### src/rtl/dmem_arbiter_if.sv
// ---------------------------------------------------------------------------
// dmem_arbiter_if
//   Bundles the CPU port, the DMA/debug port, the memory-side bus and the
//   stall counter of dmem_arbiter.  Signal suffixes are named from the
//   arbiter's point of view (_i = into the arbiter, _o = out of it).
//   Modports:
//     slave  : the arbiter itself
//     master : requesters plus memory model (a testbench or SoC glue)
//   Signal groups:
//     cpu_*   : CPU MEM-stage request/response, cpu_stall_o to hazard logic
//     dma_*   : DMA/debug request/response
//     mem_*   : single-ported data memory strobe/address/data
//     stall_cnt_o : saturating count of CPU stall cycles
// ---------------------------------------------------------------------------
interface dmem_arbiter_if #(
  parameter int ADDR_W = 5,
  parameter int DATA_W = 32
);
  logic              cpu_req_i;
  logic              cpu_we_i;
  logic [ADDR_W-1:0] cpu_addr_i;
  logic [DATA_W-1:0] cpu_wdata_i;
  logic [DATA_W-1:0] cpu_rdata_o;
  logic              cpu_done_o;
  logic              cpu_stall_o;

  logic              dma_req_i;
  logic              dma_we_i;
  logic [ADDR_W-1:0] dma_addr_i;
  logic [DATA_W-1:0] dma_wdata_i;
  logic [DATA_W-1:0] dma_rdata_o;
  logic              dma_done_o;

  logic              mem_en_o;
  logic              mem_we_o;
  logic [ADDR_W-1:0] mem_addr_o;
  logic [DATA_W-1:0] mem_wdata_o;
  logic [DATA_W-1:0] mem_rdata_i;

  logic [15:0]       stall_cnt_o;

  modport slave (
    input  cpu_req_i, cpu_we_i, cpu_addr_i, cpu_wdata_i,
    output cpu_rdata_o, cpu_done_o, cpu_stall_o,
    input  dma_req_i, dma_we_i, dma_addr_i, dma_wdata_i,
    output dma_rdata_o, dma_done_o,
    output mem_en_o, mem_we_o, mem_addr_o, mem_wdata_o,
    input  mem_rdata_i,
    output stall_cnt_o
  );

  modport master (
    output cpu_req_i, cpu_we_i, cpu_addr_i, cpu_wdata_i,
    input  cpu_rdata_o, cpu_done_o, cpu_stall_o,
    output dma_req_i, dma_we_i, dma_addr_i, dma_wdata_i,
    input  dma_rdata_o, dma_done_o,
    input  mem_en_o, mem_we_o, mem_addr_o, mem_wdata_o,
    output mem_rdata_i,
    input  stall_cnt_o
  );
endinterface

### src/rtl/dmem_arbiter.sv
// ---------------------------------------------------------------------------
// dmem_arbiter
//   Shares one single-ported data memory between the CPU MEM stage and a
//   DMA/debug port.  Each request goes IDLE -> ISSUE -> (WAIT) -> DATA and
//   the winner gets a one-cycle done pulse in the following IDLE cycle.
//   Ties are broken round-robin.  The CPU sees a stall while its request
//   is outstanding, and those stall cycles are counted (saturating).
//   Ports:
//     clk_i : clock, rising edge
//     rst_i : asynchronous, active-high reset
//     bus   : dmem_arbiter_if.slave (CPU port, DMA port, memory bus,
//             stall counter)
//   Parameters:
//     ADDR_W  : byte address width
//     DATA_W  : word width
//     MEM_LAT : cycles from the mem_en_o cycle to valid mem_rdata_i (1..7)
// ---------------------------------------------------------------------------
module dmem_arbiter #(
  parameter int ADDR_W  = 5,
  parameter int DATA_W  = 32,
  parameter int MEM_LAT = 1
) (
  input logic           clk_i,
  input logic           rst_i,
  dmem_arbiter_if.slave bus
);

  typedef enum logic [1:0] {
    S_IDLE  = 2'd0,
    S_ISSUE = 2'd1,
    S_WAIT  = 2'd2,
    S_DATA  = 2'd3
  } state_t;

  // WAIT lasts MEM_LAT-1 cycles: load MEM_LAT-2 and leave when it hits 0.
  localparam logic [2:0] LP_WAIT_INIT = (MEM_LAT > 1) ? 3'(MEM_LAT - 2) : 3'd0;
  localparam logic [ADDR_W-1:0] LP_ALIGN_MASK = {{(ADDR_W-2){1'b1}}, 2'b00};

  state_t            r_state;
  state_t            w_next_state;
  logic              r_last_dma;
  logic              r_own_dma;
  logic              r_we;
  logic [ADDR_W-1:0] r_addr;
  logic [DATA_W-1:0] r_wdata;
  logic [2:0]        r_wait_cnt;
  logic              r_mem_en;
  logic              r_mem_we;
  logic              r_cpu_done;
  logic              r_dma_done;
  logic [DATA_W-1:0] r_cpu_rdata;
  logic [DATA_W-1:0] r_dma_rdata;
  logic [15:0]       r_stall_cnt;

  logic              w_cpu_elig;
  logic              w_dma_elig;
  logic              w_grant;
  logic              w_grant_dma;
  logic              w_sel_we;
  logic [ADDR_W-1:0] w_sel_addr;
  logic [DATA_W-1:0] w_sel_wdata;
  logic              w_stall;

  // Eligibility and round-robin arbitration; a port is not eligible in its
  // own done cycle so a held request is not granted twice.
  always_comb begin
    w_cpu_elig  = bus.cpu_req_i & ~r_cpu_done;
    w_dma_elig  = bus.dma_req_i & ~r_dma_done;
    w_grant     = 1'b0;
    w_grant_dma = 1'b0;
    if (r_state == S_IDLE) begin
      w_grant = w_cpu_elig | w_dma_elig;
      if (w_cpu_elig && w_dma_elig) begin
        w_grant_dma = ~r_last_dma;
      end else begin
        w_grant_dma = w_dma_elig;
      end
    end else begin
      w_grant     = 1'b0;
      w_grant_dma = 1'b0;
    end
  end

  // Request fields of the winning port.
  always_comb begin
    w_sel_we    = bus.cpu_we_i;
    w_sel_addr  = bus.cpu_addr_i;
    w_sel_wdata = bus.cpu_wdata_i;
    if (w_grant_dma) begin
      w_sel_we    = bus.dma_we_i;
      w_sel_addr  = bus.dma_addr_i;
      w_sel_wdata = bus.dma_wdata_i;
    end else begin
      w_sel_we    = bus.cpu_we_i;
      w_sel_addr  = bus.cpu_addr_i;
      w_sel_wdata = bus.cpu_wdata_i;
    end
  end

  // Next-state logic of the transaction sequencer.
  always_comb begin
    w_next_state = r_state;
    case (r_state)
      S_IDLE: begin
        if (w_grant) begin
          w_next_state = S_ISSUE;
        end else begin
          w_next_state = S_IDLE;
        end
      end
      S_ISSUE: begin
        if (MEM_LAT > 1) begin
          w_next_state = S_WAIT;
        end else begin
          w_next_state = S_DATA;
        end
      end
      S_WAIT: begin
        if (r_wait_cnt == 3'd0) begin
          w_next_state = S_DATA;
        end else begin
          w_next_state = S_WAIT;
        end
      end
      S_DATA:  w_next_state = S_IDLE;
      default: w_next_state = S_IDLE;
    endcase
  end

  // State register.
  always_ff @(posedge clk_i or posedge rst_i) begin
    if (rst_i) begin
      r_state <= S_IDLE;
    end else begin
      r_state <= w_next_state;
    end
  end

  // Latch owner and request fields on the grant edge; last_grant follows.
  always_ff @(posedge clk_i or posedge rst_i) begin
    if (rst_i) begin
      r_last_dma <= 1'b1;
      r_own_dma  <= 1'b0;
      r_we       <= 1'b0;
      r_addr     <= '0;
      r_wdata    <= '0;
    end else if (w_grant) begin
      r_last_dma <= w_grant_dma;
      r_own_dma  <= w_grant_dma;
      r_we       <= w_sel_we;
      r_addr     <= w_sel_addr & LP_ALIGN_MASK;
      r_wdata    <= w_sel_wdata;
    end
  end

  // Memory-latency counter, loaded while the strobe is on the bus.
  always_ff @(posedge clk_i or posedge rst_i) begin
    if (rst_i) begin
      r_wait_cnt <= 3'd0;
    end else if (r_state == S_ISSUE) begin
      r_wait_cnt <= LP_WAIT_INIT;
    end else if (r_state == S_WAIT && r_wait_cnt != 3'd0) begin
      r_wait_cnt <= r_wait_cnt - 3'd1;
    end
  end

  // Registered memory strobe: high exactly in the ISSUE cycle.
  always_ff @(posedge clk_i or posedge rst_i) begin
    if (rst_i) begin
      r_mem_en <= 1'b0;
      r_mem_we <= 1'b0;
    end else begin
      r_mem_en <= w_grant;
      r_mem_we <= w_grant & w_sel_we;
    end
  end

  // Done pulses land in the IDLE cycle after DATA.
  always_ff @(posedge clk_i or posedge rst_i) begin
    if (rst_i) begin
      r_cpu_done <= 1'b0;
      r_dma_done <= 1'b0;
    end else begin
      r_cpu_done <= (r_state == S_DATA) & ~r_own_dma;
      r_dma_done <= (r_state == S_DATA) &  r_own_dma;
    end
  end

  // Read data capture for the owner; writes leave rdata untouched.
  always_ff @(posedge clk_i or posedge rst_i) begin
    if (rst_i) begin
      r_cpu_rdata <= '0;
      r_dma_rdata <= '0;
    end else if (r_state == S_DATA && !r_we) begin
      if (r_own_dma) begin
        r_dma_rdata <= bus.mem_rdata_i;
      end else begin
        r_cpu_rdata <= bus.mem_rdata_i;
      end
    end
  end

  assign w_stall = bus.cpu_req_i & ~r_cpu_done;

  // Saturating count of CPU stall cycles.
  always_ff @(posedge clk_i or posedge rst_i) begin
    if (rst_i) begin
      r_stall_cnt <= 16'd0;
    end else if (w_stall && r_stall_cnt != 16'hFFFF) begin
      r_stall_cnt <= r_stall_cnt + 16'd1;
    end
  end

  assign bus.cpu_rdata_o = r_cpu_rdata;
  assign bus.cpu_done_o  = r_cpu_done;
  assign bus.cpu_stall_o = w_stall;
  assign bus.dma_rdata_o = r_dma_rdata;
  assign bus.dma_done_o  = r_dma_done;
  assign bus.mem_en_o    = r_mem_en;
  assign bus.mem_we_o    = r_mem_we;
  assign bus.mem_addr_o  = r_addr;
  assign bus.mem_wdata_o = r_wdata;
  assign bus.stall_cnt_o = r_stall_cnt;

endmodule

### src/flat_wrapper.sv
// flat-port wrapper written by rule: the top's interface ports become plain ports
module dmem_arbiter_flat 
#(
  parameter int ADDR_W  = 5,
  parameter int DATA_W  = 32,
  parameter int MEM_LAT = 1
)
  (clk_i, rst_i, bus_cpu_req_i, bus_cpu_we_i, bus_cpu_addr_i, bus_cpu_wdata_i, bus_cpu_rdata_o, bus_cpu_done_o, bus_cpu_stall_o, bus_dma_req_i, bus_dma_we_i, bus_dma_addr_i, bus_dma_wdata_i, bus_dma_rdata_o, bus_dma_done_o, bus_mem_en_o, bus_mem_we_o, bus_mem_addr_o, bus_mem_wdata_o, bus_mem_rdata_i, bus_stall_cnt_o);
  dmem_arbiter_if #(.ADDR_W(ADDR_W), .DATA_W(DATA_W)) bus_i ();
  input logic clk_i;
  input logic rst_i;
  input wire logic [$bits(bus_i.cpu_req_i)-1:0] bus_cpu_req_i;
  input wire logic [$bits(bus_i.cpu_we_i)-1:0] bus_cpu_we_i;
  input wire logic [$bits(bus_i.cpu_addr_i)-1:0] bus_cpu_addr_i;
  input wire logic [$bits(bus_i.cpu_wdata_i)-1:0] bus_cpu_wdata_i;
  output wire logic [$bits(bus_i.cpu_rdata_o)-1:0] bus_cpu_rdata_o;
  output wire logic [$bits(bus_i.cpu_done_o)-1:0] bus_cpu_done_o;
  output wire logic [$bits(bus_i.cpu_stall_o)-1:0] bus_cpu_stall_o;
  input wire logic [$bits(bus_i.dma_req_i)-1:0] bus_dma_req_i;
  input wire logic [$bits(bus_i.dma_we_i)-1:0] bus_dma_we_i;
  input wire logic [$bits(bus_i.dma_addr_i)-1:0] bus_dma_addr_i;
  input wire logic [$bits(bus_i.dma_wdata_i)-1:0] bus_dma_wdata_i;
  output wire logic [$bits(bus_i.dma_rdata_o)-1:0] bus_dma_rdata_o;
  output wire logic [$bits(bus_i.dma_done_o)-1:0] bus_dma_done_o;
  output wire logic [$bits(bus_i.mem_en_o)-1:0] bus_mem_en_o;
  output wire logic [$bits(bus_i.mem_we_o)-1:0] bus_mem_we_o;
  output wire logic [$bits(bus_i.mem_addr_o)-1:0] bus_mem_addr_o;
  output wire logic [$bits(bus_i.mem_wdata_o)-1:0] bus_mem_wdata_o;
  input wire logic [$bits(bus_i.mem_rdata_i)-1:0] bus_mem_rdata_i;
  output wire logic [$bits(bus_i.stall_cnt_o)-1:0] bus_stall_cnt_o;
  assign bus_i.cpu_req_i = bus_cpu_req_i;
  assign bus_i.cpu_we_i = bus_cpu_we_i;
  assign bus_i.cpu_addr_i = bus_cpu_addr_i;
  assign bus_i.cpu_wdata_i = bus_cpu_wdata_i;
  assign bus_cpu_rdata_o = bus_i.cpu_rdata_o;
  assign bus_cpu_done_o = bus_i.cpu_done_o;
  assign bus_cpu_stall_o = bus_i.cpu_stall_o;
  assign bus_i.dma_req_i = bus_dma_req_i;
  assign bus_i.dma_we_i = bus_dma_we_i;
  assign bus_i.dma_addr_i = bus_dma_addr_i;
  assign bus_i.dma_wdata_i = bus_dma_wdata_i;
  assign bus_dma_rdata_o = bus_i.dma_rdata_o;
  assign bus_dma_done_o = bus_i.dma_done_o;
  assign bus_mem_en_o = bus_i.mem_en_o;
  assign bus_mem_we_o = bus_i.mem_we_o;
  assign bus_mem_addr_o = bus_i.mem_addr_o;
  assign bus_mem_wdata_o = bus_i.mem_wdata_o;
  assign bus_i.mem_rdata_i = bus_mem_rdata_i;
  assign bus_stall_cnt_o = bus_i.stall_cnt_o;
  dmem_arbiter #(.ADDR_W(ADDR_W), .DATA_W(DATA_W), .MEM_LAT(MEM_LAT)) u_core (.clk_i(clk_i), .rst_i(rst_i), .bus(bus_i));
endmodule
### config.mk
export PLATFORM = sky130hd
export DESIGN_NAME = dmem_arbiter_flat
export DESIGN_NICKNAME = d
export VERILOG_FILES = /design/src/rtl/dmem_arbiter_if.sv /design/src/rtl/dmem_arbiter.sv /design/src/flat_wrapper.sv
export SDC_FILE = /design/constraint.sdc
export NUM_CORES = 1
export LEC_CHECK = 0
export ABC_AREA = 1
export BUFFER_PORTS_ARGS = -buffer_cell sky130_fd_sc_hd__buf_2
export CAP_MARGIN = 15
export CORE_MARGIN = 4
export CORE_UTILIZATION = 30
export CTS_BUF_LIST = sky130_fd_sc_hd__clkbuf_2 sky130_fd_sc_hd__clkbuf_4 sky130_fd_sc_hd__clkbuf_8
export DETAILED_ROUTE_END_ITERATION = 8
export HOLD_SLACK_MARGIN = 0.12
export SYNTH_ARGS = -nofsm -noshare
export SYNTH_HDL_FRONTEND = slang
export SYNTH_SLANG_ARGS = --single-unit
### constraint.sdc
create_clock -name clk_i -period 4.19 [get_ports clk_i]
set_input_delay 0 -clock clk_i [delete_from_list [all_inputs] [get_ports clk_i]]
set_output_delay 0 -clock clk_i [all_outputs]
set_load 0.02 [all_outputs]
==> metrics.cfg, run 1 <==
[global_routing]
grt_first_pass_wirelength_mm=25.92
grt_pass1_vias=5335
antenna_found_initial=1
grt_max_degree=66
grtUsageTotal_pct=15.66
grt-ovfl-total=0

[synthesis]
ys_seq_area_share_pct=57.49
synthCells=633
synthMuxAreaShare_pct=0
synthSimpleGateAreaFrac_pct=20.20
synth_fa_ha_area_share_pct=1.584
syn_area_per_cell_sq_um=8.737
synth_top_family_by_area=simple AND/OR/NAND/NOR gates
synth_flop_cell=dfrtp_1
synth_edf_count=0
ys_seq_elements=127
synth.most_common_cell=nand2_1
synth_compound_area_share_pct=11.86
yosysWarnings=0
yosys.area.top_type=dfrtp_1
synth.distinct_cells=29
syn_area_sq_um=5530
synth_area_leaders=dfrtp_1, nand2_1, o21ai_0
synth.top_cells.by_count=nand2_1, dfrtp_1, o21ai_0
yosys.area.top_type_share_pct=57.01
synthArstFlopShare_pct=100.0
yosys.area_share.xor_xnor_pct=1.109

[timing]
rsz0062_at_grt=false
setup_viol=0
tns_ps=0
fin_ws_ps=1659
worst_pin_slew_ps=1058
fin_skew_ps=10.69
min_period_ps=2531
period_share_pct=60.42
maxClockFrequency_mhz=395.0
slew_viol_final=0
hold_viol_final=0
slew_headroom_pct=29.45

[critical_path]
worst-setup-path-type=register to register
crit_slowest_cell=dlygate4sd3_1
cp_top_family=buffers and inverters
cp_cell_sequence=inv_1 -> ha_1 -> nand2_1 -> nor2_1 -> nand2_1 -> inv_2 -> nand2_1 -> a31oi_1 -> dlygate4sd3_1
cp_max_fo=36
end_kind=register
required_ps=4560
cp-start-kind=register
path_common_cell=nand2_1
cp.arrival_ps=2900
crit_buf_inv=3
slowest_delay_ps=580

[place]
place_inst=1063
place_ws_ps=2241
io_buffers=227
gp_congestion=0.7605
placed_area_sq_um=6829
place_hpwl_mm=10.33

[cells_and_area]
fin_area_sq_um=8354
nNetsFinal=1083
drive_above_1_share_pct=29.07
final_util_pct=46.35
layout.cells.non_filler=1206
antenna_cells=0
syn_to_final_growth_pct=51.06

[power_and_ir_drop]
p_per_area_nw_per_um2=719.2
vdd_drop_max_mv=0.4237
power.leakage_uw=0.004281

[route]
via_per_inst=4.418
drc=0
first_pass_iters=4
ant_nets=0
drt-initial-drc-count=179
routedWlPerCell_um=13.64
wl_mm=16.44
num_vias=5328

[clock_tree]
cts_setup_buffers=0
clkSinkCount=127
worst_skew_pair.late_latency_ps=430
clk_path_buf_depth=2
cts-resized-gates=0
cts-htree-levels=4
root_buffer=clkbuf_8
path_clk_slew_ps=80
cts_tree=built
tritoncts.num_buffers=17

[floorplan]
die_h_um=143.8
die-area_sq_um=20670
num_io_pins=234
coreArea_sq_um=18020
die_x_um=143.8
start_util_pct=30.68
num_rows=49

[outcome]
status=finished clean

[run]
drv_cap=0

[worst_hold_path]
hold_path.class=input port to asynchronous set/reset pin

worst paths after layout:
check	slack [ps]	from	cells past startpoint	endpoint
worst min-delay path	270	rst_i	3	u_core.bus.cpu_rdata_o[22]
min in group clk_i	370	bus_cpu_wdata_i[17]	4	u_core.bus.mem_wdata_o[17]
worst min register to register	490	u_core.bus.cpu_rdata_o[15]	2	u_core.bus.cpu_rdata_o[15]
max in group asynchronous	3090	rst_i	4	u_core.bus.mem_wdata_o[29]
worst max register to register	1660	u_core.r_state[0]	9	u_core.bus.mem_wdata_o[25]
worst max-delay path	1660	u_core.r_state[0]	9	u_core.bus.mem_wdata_o[25]
logic make-up after synthesis:
group,Yosys count
AND/OR/NAND/NOR,279
flip-flops,127
AO/OA/AOI/OAI,118
buffers and inverters,94
XOR/XNOR,7
adder cells (fa/ha/maj),7
other,1
layout by cell type (no fill, tap or decap), drive strengths merged:
cell,count
buf,232
nand2,211
dfrtp,126
dlygate4sd3,110
o21ai,76
inv,66
nor2,56
a31oi,35
clkbuf,17
nand3,8
xnor2,7
ha,7
clkinv,7
nand4,4
a21oi,3
clkinvlp,3
conb,2
bufinv,2
o31ai,1
o21bai,1
o211ai,1
a211oi,1
dfstp,1
registers in the layout, summed over array words and instances (netlist names):
register	count
u_core.bus.cpu_done_o	1
u_core.bus.cpu_rdata_o	32
u_core.bus.dma_done_o	1
u_core.bus.dma_rdata_o	32
u_core.bus.mem_addr_o	3
u_core.bus.mem_en_o	1
u_core.bus.mem_wdata_o	32
u_core.bus.mem_we_o	1
u_core.bus.stall_cnt_o	16
u_core.r_last_dma	1
u_core.r_own_dma	1
u_core.r_state	2
u_core.r_wait_cnt	3
u_core.r_we	1
metrics by stage:
step	hold WS, ps	total power [uW]
floorplan	136.1	3672
global placement	229.2	4459
detailed placement	230.8	4505
CTS	303.7	6033
global route	352.7	6472
finish	272.6	6008
routing by layer:
layer | GRT usage [%] | vias up | part of all wire [%]
met3 | 5.857 | 20 | 9.1
met1 | 19.12 | 2467 | 43
met2 | 25.52 | 170 | 47
li1 | - | 2669 | -
met4 | 5.451 | 2 | 1.6
met5 | 0 | - | 0.079
worst register-to-register path, cell delays in order, from the launching register on:
cell and delay [ps]:
dfrtp_1 410, inv_1 90, ha_1 200, nand2_1 110, nor2_1 110, nand2_1 80
inv_2 500, nand2_1 180, a31oi_1 210, dlygate4sd3_1 580
final cells by class:
cell class | count | area [sq um]
sequential | 127 | 3179
clock inverter | 15 | 162.7
clock buffer | 17 | 234.0
multi-input combinational | 413 | 1946
inverter | 63 | 239.0
timing repair buffer | 342 | 2307
fill | 1690 | 9671
tap | 229 | 286.5
power breakdown:
group          internal (uW)  total (uW)  switching [uW]
registers               1780        2080             300
clock network            536        1070             538
logic                   1160        2860            1700
what timing repair did:
action | 4_1_cts | 5_1_grt
hold buffers | 110 | 0
setup endpoints to repair | 0 | 0
hold endpoints to repair | 167 | 0
Power figures use the tool's default switching activity.
==> inputs of run 2 (changes only) <==
- ABC_AREA: 1 -> 0
- clock period: 4.19 -> 2.6 ns (I/O delays scaled with it)
==> run 2 against run 1 <==
Net effect:
- sequential cell count is the same
- wire length shrank 8.4%
- worst hold slack lost 80 ps
- combinational power grew 45%
- highest routed layer is now met4
==> metrics.cfg, run 2 <==
[floorplan]
die-area_sq_um=19970
start_util_pct=30.72
num_rows=48
num_io_pins=234
die_x_um=141.3
die_h_um=141.3
coreArea_sq_um=17360

[power_and_ir_drop]
p_per_area_nw_per_um2=1119
vdd_drop_max_mv=0.5239
power.leakage_uw=0.004263

[timing]
maxClockFrequency_mhz=426.2
min_period_ps=2347
slew_viol_final=0
tns_ps=0
rsz0062_at_grt=false
setup_viol=0
worst_pin_slew_ps=836.9
period_share_pct=90.25
fin_ws_ps=253.4
slew_headroom_pct=44.09
hold_viol_final=0
fin_skew_ps=9.643

[clock_tree]
cts_tree=built
path_clk_slew_ps=70
clk_path_buf_depth=2
clkSinkCount=127
cts-htree-levels=4
tritoncts.num_buffers=17
cts_setup_buffers=0
root_buffer=clkbuf_8
worst_skew_pair.late_latency_ps=420

[cells_and_area]
syn_to_final_growth_pct=55.02
antenna_cells=0
layout.cells.non_filler=999
fillers=1517
drive_above_1_share_pct=44.83
mostFrequentLayoutCells=buf_2, dfrtp_1, dlygate4sd3_1
nNetsFinal=883
final_common_cell=buf_2

[route]
routedWlPerCell_um=15.07
drt-initial-drc-count=109
drc=0
ant_nets=0
num_vias=4518
first_pass_iters=6
wl_mm=15.06
via_per_inst=4.523

[critical_path]
crit_buf_inv=3
crit_slowest_cell=dlygate4sd3_1
cp.arrival_ps=2640
cp_max_fo=20
reg2regPathDepth=7
worst-setup-path-type=register to register
required_ps=2900
reg2reg_slack_ps=250
rr_startpoint=u_core.r_state[0]
slowest_delay_ps=570
reg2reg_to=u_core.bus.mem_addr_o[4]
cp_top_family=buffers and inverters
cp-start-kind=register
end_kind=register
cp_cell_sequence=inv_1 -> ha_1 -> nand3_4 -> buf_12 -> mux2i_1 -> dlygate4sd3_1 -> o21ai_0

[synthesis]
yosys.area.top_type_share_pct=59.13
synth_flop_cell=dfrtp_1
yosysWarnings=0
ys_seq_elements=127
synth_edf_count=0
synth.most_common_cell=dfrtp_1
syn_area_sq_um=5333
ys_seq_area_share_pct=59.62
synth_area_leaders=dfrtp_1, mux2_2, mux2i_1
synth.distinct_cells=39
synthCells=417
syn_area_per_cell_sq_um=12.79
synth.top_cells.by_count=dfrtp_1, mux2_2, nand2_1
yosys.area.top_type=dfrtp_1
synthArstFlopShare_pct=100.0

[worst_hold_path]
holdPathEnd=u_core.bus.stall_cnt_o[2]
min_from=bus_cpu_req_i
holdPathStages=4
hold_path.class=input port to register

[outcome]
status=finished clean

[place]
place_ws_ps=500.1
place_hpwl_mm=10.24
io_buffers=227
gp_congestion=0.7837
place_inst=864

[global_routing]
grt_max_degree=37
grt_first_pass_wirelength_mm=24.81
grt-ovfl-total=0
grtUsageTotal_pct=15.56
grt_pass1_vias=4955
antenna_found_initial=0

[run]
drv_cap=0

-- run 2: cell count changes in the layout (fill, tap and decap cells not counted), moves of 32 or more --
cell / previous run / this run
mux2_2: 0 / 64
o21ai_0: 74 / 39
nor2_1: 52 / 6
inv_1: 59 / 9
a31oi_1: 35 / 3
mux2i_1: 0 / 35
nand2_1: 203 / 48
-- run 2: layout make-up --
| type | count | area (sq um) | area share [%] |
|---|---|---|---|
| flip-flops and latches | 127 | 3179 | 38.46 |
| repair buffers | 348 | 2335 | 28.24 |
| multi-input cells | 260 | 2042 | 24.70 |
| clock buffers | 23 | 304.0 | 3.678 |
| well taps | 225 | 281.5 | 3.405 |
| clock inverters | 6 | 83.83 | 1.014 |
| inverters | 10 | 41.29 | 0.4995 |
-- run 2: through the flow --
step	power [uW]	area [sq um]	hold slack, ps	util (%)
3_5_place_dp	7386	6810	229.9	39.24
2_1_floorplan	5897	5340	150.5	-
5_1_grt	9876	8267	179.8	47.63
6_report	9251	8267	192.3	47.63
4_1_cts	9341	8259	135.6	47.59
3_3_place_gp	7242	6810	213.7	39.24
-- run 2: routing by layer --
| metal | share of wire (%) | GRT usage (%) | vias up |
|---|---|---|---|
| met5 | 0 | 0 | - |
| met4 | 1.7 | 5.048 | 0 |
| met3 | 8.0 | 5.359 | 18 |
| met2 | 49 | 26.31 | 184 |
| met1 | 41 | 18.65 | 2180 |
| li1 | - | - | 2136 |
-- run 2: repair_timing --
action,4_1_cts,5_1_grt
endpoints found under the hold margin,131,0
hold buffers,106,0
setup endpoints to repair,0,18
resized for setup,0,1
-- run 2: worst reg2reg max path, delay by kind of cell (launching register included) --
| family | cells | cell delay (ps) |
|---|---|---|
| buffers and inverters | 3 | 960 |
| flip-flops | 1 | 410 |
| AND/OR/NAND/NOR | 1 | 320 |
| adder cells (fa/ha/maj) | 1 | 290 |
| multiplexers | 1 | 170 |
| AO/OA/AOI/OAI | 1 | 70 |
-- run 2: worst max path at each step --
stage / startpoint / to / cells after the start
after floorplan: u_core.bus.stall_cnt_o[11] / u_core.bus.stall_cnt_o[1] / 4
after global placement: u_core.r_state[0] / u_core.bus.mem_wdata_o[30] / 6
after detailed placement: u_core.r_state[1] / u_core.bus.mem_addr_o[2] / 6
after CTS: u_core.r_state[1] / u_core.bus.mem_wdata_o[24] / 7
after global routing: u_core.r_state[1] / u_core.bus.mem_wdata_o[18] / 7
final: u_core.r_state[0] / u_core.bus.mem_addr_o[4] / 7
-- run 2: cell families after synthesis --
logic type                 Yosys count  share of synthesized area [%]
adders and majority gates            7                          1.642
and+or+nand+nor                     88                          8.447
other                                1                        0.07032
buffers and inverters               31                          2.722
xor gates and xnor gates            13                          2.135
AOI/OAI and AO/OA                   50                          4.998
DFF                                127                          59.62
muxes                              100                          20.37
-- run 2: where the power goes --
part           internal (uW)  switching [uW]
Clock                    957             739
Sequential              2880             527
Combinational           1750            2390
Total                   5590            3660
